$ cat config.mk
export PLATFORM = sky130hd
export DESIGN_NAME = dsi_pkt_builder
export DESIGN_NICKNAME = d
export VERILOG_FILES = /design/src/rtl/dsi_pkt_builder.sv
export SDC_FILE = /design/constraint.sdc
export NUM_CORES = 1
export LEC_CHECK = 0
export CAP_MARGIN = 20
export CORE_ASPECT_RATIO = 1.75
export CORE_MARGIN = 2
export CORE_UTILIZATION = 47
export DETAILED_ROUTE_END_ITERATION = 8
export PLACE_DENSITY_LB_ADDON = 0.2
export SLEW_MARGIN = 20
export SYNTH_ARGS = -nofsm -noshare
export SYNTH_HDL_FRONTEND = slang
export SYNTH_SLANG_ARGS = --single-unit
export TNS_END_PERCENT = 5
$ cat constraint.sdc
create_clock -name clk -period 2.8 [get_ports clk]
set_clock_uncertainty 0.05 [all_clocks]
set_input_delay 0.84 -clock clk [delete_from_list [all_inputs] [get_ports clk]]
set_output_delay 0.84 -clock clk [all_outputs]
set_load 0.02 [all_outputs]
$ cat src/rtl/dsi_pkt_builder.sv
// dsi_pkt_builder: assembles DSI short/long packets from a command descriptor
// and an optional payload byte stream. It generates the header ECC and drives
// an external CRC-16 engine. The CRC engine's result is appended as the
// long-packet footer.
module dsi_pkt_builder (
  input  logic        clk,
  input  logic        rst_n,
  input  logic        cmd_valid,
  output logic        cmd_ready,
  input  logic        cmd_long,
  input  logic [1:0]  cmd_vc,
  input  logic [5:0]  cmd_dt,
  input  logic [15:0] cmd_wc,
  input  logic        pl_valid,
  output logic        pl_ready,
  input  logic [7:0]  pl_data,
  output logic        crc_clr,
  output logic        crc_en,
  output logic [7:0]  crc_byte,
  input  logic [15:0] crc_data,
  output logic        tx_valid,
  input  logic        tx_ready,
  output logic [7:0]  tx_data,
  output logic        tx_sop,
  output logic        tx_eop,
  output logic        busy
);

  typedef enum logic [2:0] {
    ST_IDLE    = 3'd0,
    ST_HDR     = 3'd1,
    ST_PAYLOAD = 3'd2,
    ST_CRC_LO  = 3'd3,
    ST_CRC_HI  = 3'd4
  } state_t;

  state_t      state_r;
  logic [7:0]  di_r;       // {vc, dt}
  logic [15:0] wc_r;       // word count or {data1, data0}
  logic        long_r;
  logic [15:0] cnt_r;      // payload bytes already transferred
  logic [1:0]  hdr_idx_r;  // header byte being presented
  logic        live_r;     // low during reset and for the first cycle after it
  logic [7:0]  ecc_s;
  logic        pl_xfer_s;

  // MIPI DSI 6-bit Hamming parity over the 24-bit packet header.
  function automatic logic [5:0] hdr_ecc(input logic [23:0] d);
    logic [5:0] p;
    p[0] = d[0] ^ d[1] ^ d[2] ^ d[4] ^ d[5] ^ d[7] ^ d[10] ^ d[11] ^ d[13] ^
           d[16] ^ d[20] ^ d[21] ^ d[22] ^ d[23];
    p[1] = d[0] ^ d[1] ^ d[3] ^ d[4] ^ d[6] ^ d[8] ^ d[10] ^ d[12] ^ d[14] ^
           d[17] ^ d[20] ^ d[21] ^ d[22] ^ d[23];
    p[2] = d[0] ^ d[2] ^ d[3] ^ d[5] ^ d[6] ^ d[9] ^ d[11] ^ d[12] ^ d[15] ^
           d[18] ^ d[20] ^ d[21] ^ d[22];
    p[3] = d[1] ^ d[2] ^ d[3] ^ d[7] ^ d[8] ^ d[9] ^ d[13] ^ d[14] ^ d[15] ^
           d[19] ^ d[20] ^ d[21] ^ d[23];
    p[4] = d[4] ^ d[5] ^ d[6] ^ d[7] ^ d[8] ^ d[9] ^ d[16] ^ d[17] ^ d[18] ^
           d[19] ^ d[20] ^ d[22] ^ d[23];
    p[5] = d[10] ^ d[11] ^ d[12] ^ d[13] ^ d[14] ^ d[15] ^ d[16] ^ d[17] ^
           d[18] ^ d[19] ^ d[21] ^ d[22] ^ d[23];
    return p;
  endfunction

  assign ecc_s     = {2'b00, hdr_ecc({wc_r, di_r})};
  assign pl_xfer_s = pl_valid & tx_ready;

  // Output decode from the registered state; the payload phase is a direct pass-through.
  always_comb begin
    cmd_ready = 1'b0;
    pl_ready  = 1'b0;
    crc_clr   = 1'b0;
    crc_en    = 1'b0;
    crc_byte  = 8'h00;
    tx_valid  = 1'b0;
    tx_data   = 8'h00;
    tx_sop    = 1'b0;
    tx_eop    = 1'b0;
    busy      = 1'b0;
    case (state_r)
      ST_IDLE: begin
        cmd_ready = live_r;
        crc_clr   = cmd_valid & live_r;
      end
      ST_HDR: begin
        busy     = 1'b1;
        tx_valid = 1'b1;
        tx_sop   = (hdr_idx_r == 2'd0);
        tx_eop   = (hdr_idx_r == 2'd3) & ~long_r;
        case (hdr_idx_r)
          2'd0:    tx_data = di_r;
          2'd1:    tx_data = wc_r[7:0];
          2'd2:    tx_data = wc_r[15:8];
          2'd3:    tx_data = ecc_s;
          default: tx_data = 8'h00;
        endcase
      end
      ST_PAYLOAD: begin
        busy     = 1'b1;
        tx_valid = pl_valid;
        tx_data  = pl_data;
        pl_ready = tx_ready;
        crc_en   = pl_xfer_s;
        crc_byte = pl_xfer_s ? pl_data : 8'h00;
      end
      ST_CRC_LO: begin
        busy     = 1'b1;
        tx_valid = 1'b1;
        tx_data  = crc_data[7:0];
      end
      ST_CRC_HI: begin
        busy     = 1'b1;
        tx_valid = 1'b1;
        tx_data  = crc_data[15:8];
        tx_eop   = 1'b1;
      end
      default: begin
        busy = 1'b0;
      end
    endcase
  end

  // Packet sequencer: latches the descriptor and advances on each byte transfer.
  always_ff @(posedge clk or negedge rst_n) begin
    if (!rst_n) begin
      state_r   <= ST_IDLE;
      di_r      <= 8'h00;
      wc_r      <= 16'h0000;
      long_r    <= 1'b0;
      cnt_r     <= 16'h0000;
      hdr_idx_r <= 2'd0;
      live_r    <= 1'b0;
    end else begin
      live_r <= 1'b1;
      case (state_r)
        ST_IDLE: begin
          if (cmd_valid && live_r) begin
            di_r      <= {cmd_vc, cmd_dt};
            wc_r      <= cmd_wc;
            long_r    <= cmd_long;
            cnt_r     <= 16'h0000;
            hdr_idx_r <= 2'd0;
            state_r   <= ST_HDR;
          end
        end
        ST_HDR: begin
          if (tx_ready) begin
            if (hdr_idx_r == 2'd3) begin
              if (!long_r) begin
                state_r <= ST_IDLE;
              end else if (wc_r == 16'h0000) begin
                state_r <= ST_CRC_LO;
              end else begin
                state_r <= ST_PAYLOAD;
              end
            end else begin
              hdr_idx_r <= hdr_idx_r + 2'd1;
            end
          end
        end
        ST_PAYLOAD: begin
          if (pl_xfer_s) begin
            cnt_r <= cnt_r + 16'd1;
            // Compare against wc-1 so that wc=0xFFFF ends without the counter wrapping.
            if (cnt_r == (wc_r - 16'd1)) begin
              state_r <= ST_CRC_LO;
            end
          end
        end
        ST_CRC_LO: begin
          if (tx_ready) begin
            state_r <= ST_CRC_HI;
          end
        end
        ST_CRC_HI: begin
          if (tx_ready) begin
            state_r <= ST_IDLE;
          end
        end
        default: begin
          state_r <= ST_IDLE;
        end
      endcase
    end
  end

endmodule

==> reports/results.tsv <==
metric	value	unit
Achievable Freq	339	MHz
final WL	10.8	mm
GRT Residual Overflow	0	
syn avg cell area	8.87	um^2
fin area	5130	um^2
Reg power frac	17.4	%
Post-synth EDFFs	0	
Synth top area share	32.2	%
iteration count of the initial detailed-routing pass	4	
Num CTS Buffers	5	
worst path bufs/invs	2	
YS warnings	0	
Yosys top cell by area	dfrtp_1	
predominant post-synthesis flop cell	dfrtp_1	
Seq cells post-synth	47	
Switch Pwr	2.94	mW
Critical Path Fanout Max	2	
TritonCTS clock tree	done	
Clock Sinks	47	
global-route wire length before repair	17.1	mm
initial core utilization	48.3	%
1st-iter DRT viols	135	
antenna viol nets, final	0	
net count after synthesis	474	
max-slew violation count	0	
Max-cap violations	0	
largest net degree at the start of global routing	48	
synth unique cells	59	
fin crit share	105	%
RePlAce Congestion	0.909	
failing checks	negative setup slack	
RSZ-0062 raised after global routing	yes	
Worst EP required	1.91	ns
vias in the first global route	3465	
synthesized area	3660	um^2
Final nets	594	
die width	70.7	um
# rows	42	
initial antenna violation count	0	
DRC Markers	0	
number of fill cells	641	
slew margin rel.	58.7	%
worst skew pair latency	0.29	ns
Post-Synthesis Cells	412	
Final Setup Violations	6	
DIE AREA	8530	um^2
register area share after synthesis	32.2	%
share of cells above drive strength 1	27.6	%
vias post-DR	3467	
clock-pin slew on the worst setup and hold paths	0.06	ns
Root Buffer Master	clkbuf_16	
HPWL Detailed	8.50	mm
largest cells by area after synthesis	dfrtp_1 32%, xnor2_1 14%, mux2_2 5.5%	
PwrDens	1350	nW/um^2
CP startpoint kind	flop	
DR vias/cell	5.58	
most common cell after layout, fill and taps aside	buf_4	
total power	6.93	mW
Slowest-stage cell, CP	dfrtp_1	
status	finished, violations left	
switching portion of total power	42.4	%
IO Count	78	
worst slew pin tran	0.613	ns
Final WS setup	-0.150	ns
fraction of registers with async set or reset after synthesis	100	%
worst vdd ir	0.000782	V
critical-path cell list	xnor3_1 -> xor2_1 -> xnor2_1 -> buf_4 -> xnor2_1 -> a21oi_1 -> o21ai_1 -> buf_4	
Antenna diodes	0	
most frequent cells in the layout	74 x buf_4, 52 x clkdlybuf4s50_1, 48 x xnor2_1, 43 x dfrtp_1, 31 x nor2_1	
Hold Worst Slack	0.540	ns
Tightest Hold Check Type	reg -> reg	
WS Path Type	reg -> out	
CTS H-tree depth	2	
Longest Clk Path Bufs	2	
delay-heaviest family, CP	XOR/XNOR gates	
# port buffers	77	
Die H	121	um
synthesis-to-layout area growth	40.2	%
min Tclk post-route	2.95	ns
GRT Resource Usage Total	25.9	%
core area	7570	um^2
Critical Path AT	2.06	ns
worst stage delay on the critical path	0.40	ns
Final Hold Vio Count	0	
Int Pwr	3.99	mW
Placed Area	4910	um^2
Critical Path Sink Type	primary output	
Comb power frac	73.4	%
clock power share	9.2	%
drt wl/cell	17.4	um
P_leak	2.21	nW
## layer usage
metal / part of all wire, % / global-route usage (%) / up-vias / wire, um
met4: 2.9 / 11.1 / 0 / 314
li1: - / - / 1660 / -
met1: 37 / 26.6 / 1684 / 3950
met5: 0 / 0 / - / 0
met2: 56 / 50.8 / 103 / 6090
met3: 4.2 / 3.42 / 20 / 451
## power by group through the flow
stage / Sequential, mW / Combinational, mW / Clock, mW
after floorplan: 1.06 / 3.28 / 0
after global placement: 1.19 / 4.71 / 0
after detailed placement: 1.19 / 4.78 / 0
after CTS: 1.19 / 4.82 / 0.649
after global routing: 1.23 / 5.49 / 0.672
final: 1.21 / 5.09 / 0.635
## kinds of logic (layout without fill, tap and decap cells)
kind of cell / after synthesis / count (layout) / synth area share, %
xor gates and xnor gates: 80 / 80 / 19.5
DFF: 47 / 47 / 32.2
buffers and inverters: 46 / 167 / 5.20
adders and majority gates: 8 / 8 / 2.74
muxes: 28 / 28 / 8.28
other: 1 / 1 / 0.103
AOI/OAI and AO/OA: 80 / 80 / 14.7
and+or+nand+nor: 122 / 122 / 17.2
## metrics by stage
stage | utilization (%) | setup TNS [ns] | instances | setup WS (ns)
floorplan | - | -0.259 | 412 | -0.0866
global placement | 64.9 | -8.41 | 611 | -0.601
detailed placement | 64.9 | -8.98 | 611 | -0.641
CTS | 67.0 | -0.865 | 621 | -0.196
global route | 67.7 | -1.23 | 621 | -0.237
finish | 67.7 | -0.442 | 621 | -0.150
## cell type report
class                   instances  area (um^2)  share of cell area, %
well taps                      88          110                   2.15
repair buffers                146         1220                   23.8
clock buffers                   8          156                   3.05
flip-flops and latches         47         1180                   23.0
inverters                      13         48.8                  0.952
multi-input cells             319         2410                   47.0
## what timing repair did
| item | 4_1_cts | 5_1_grt |
|---|---|---|
| pin swaps | 8 | 2 |
| gates resized for setup | 96 | 22 |
| setup buffers | 2 | 0 |
| gates cloned | 0 | 0 |
| hold buffers | 0 | 0 |
| endpoints found under the setup margin | 23 | 13 |
## registers in the layout, indices dropped and copies added, names as in the netlist
| register | cells |
|---|---|
| cnt_r | 16 |
| di_r | 8 |
| hdr_idx_r | 2 |
| live_r | 1 |
| long_r | 1 |
| state_r | 3 |
| wc_r | 16 |
## path summary, 6_finish.rpt
check                                       from                     end  slack (ns)  depth (start not counted)
min in group asynchronous                  rst_n     wc_r[9]$_DFFE_PN0P_        0.60                          2
max                         wc_r[14]$_DFFE_PN0P_              tx_data[1]       -0.15                          8
max in group asynchronous                  rst_n     wc_r[2]$_DFFE_PN0P_        1.64                          2
max reg2reg                  wc_r[7]$_DFFE_PN0P_  state_r[0]$_DFFE_PN0P_        0.01                          8
min reg2reg                cnt_r[14]$_DFFE_PN0P_   cnt_r[14]$_DFFE_PN0P_        0.54                          2
min                        cnt_r[14]$_DFFE_PN0P_   cnt_r[14]$_DFFE_PN0P_        0.54                          2
## synthesized netlist by cell type (2+ instances only)
library cell	number
xnor2_1	57
dfrtp_1	47
nor2_1	31
o21ai_0	27
nand2_1	25
clkbuf_1	24
xor2_1	22
a21oi_1	19
mux2_2	18
inv_1	13
nand3_1	12
and2_1	10
mux2i_1	10
ha_1	8
and3_1	6
nand2b_1	6
nor3_1	6
buf_2	5
a221o_1	4
a22oi_1	4
nand4_1	4
nor4_1	4
o22ai_1	4
nand3b_1	3
nor2b_1	3
buf_1	2
o2111ai_1	2
o211ai_1	2
o31ai_1	2
or3_1	2
or4_4	2
## worst reg2reg max path, delay by kind of cell, from the launching register on
family | cells | cell delay, ns
buffers and inverters | 2 | 0.33
flip-flops | 1 | 0.46
AND/OR/NAND/NOR | 2 | 1.12
AO/OA/AOI/OAI | 4 | 0.77
No activity file was read; power rests on OpenSTA's default activity.
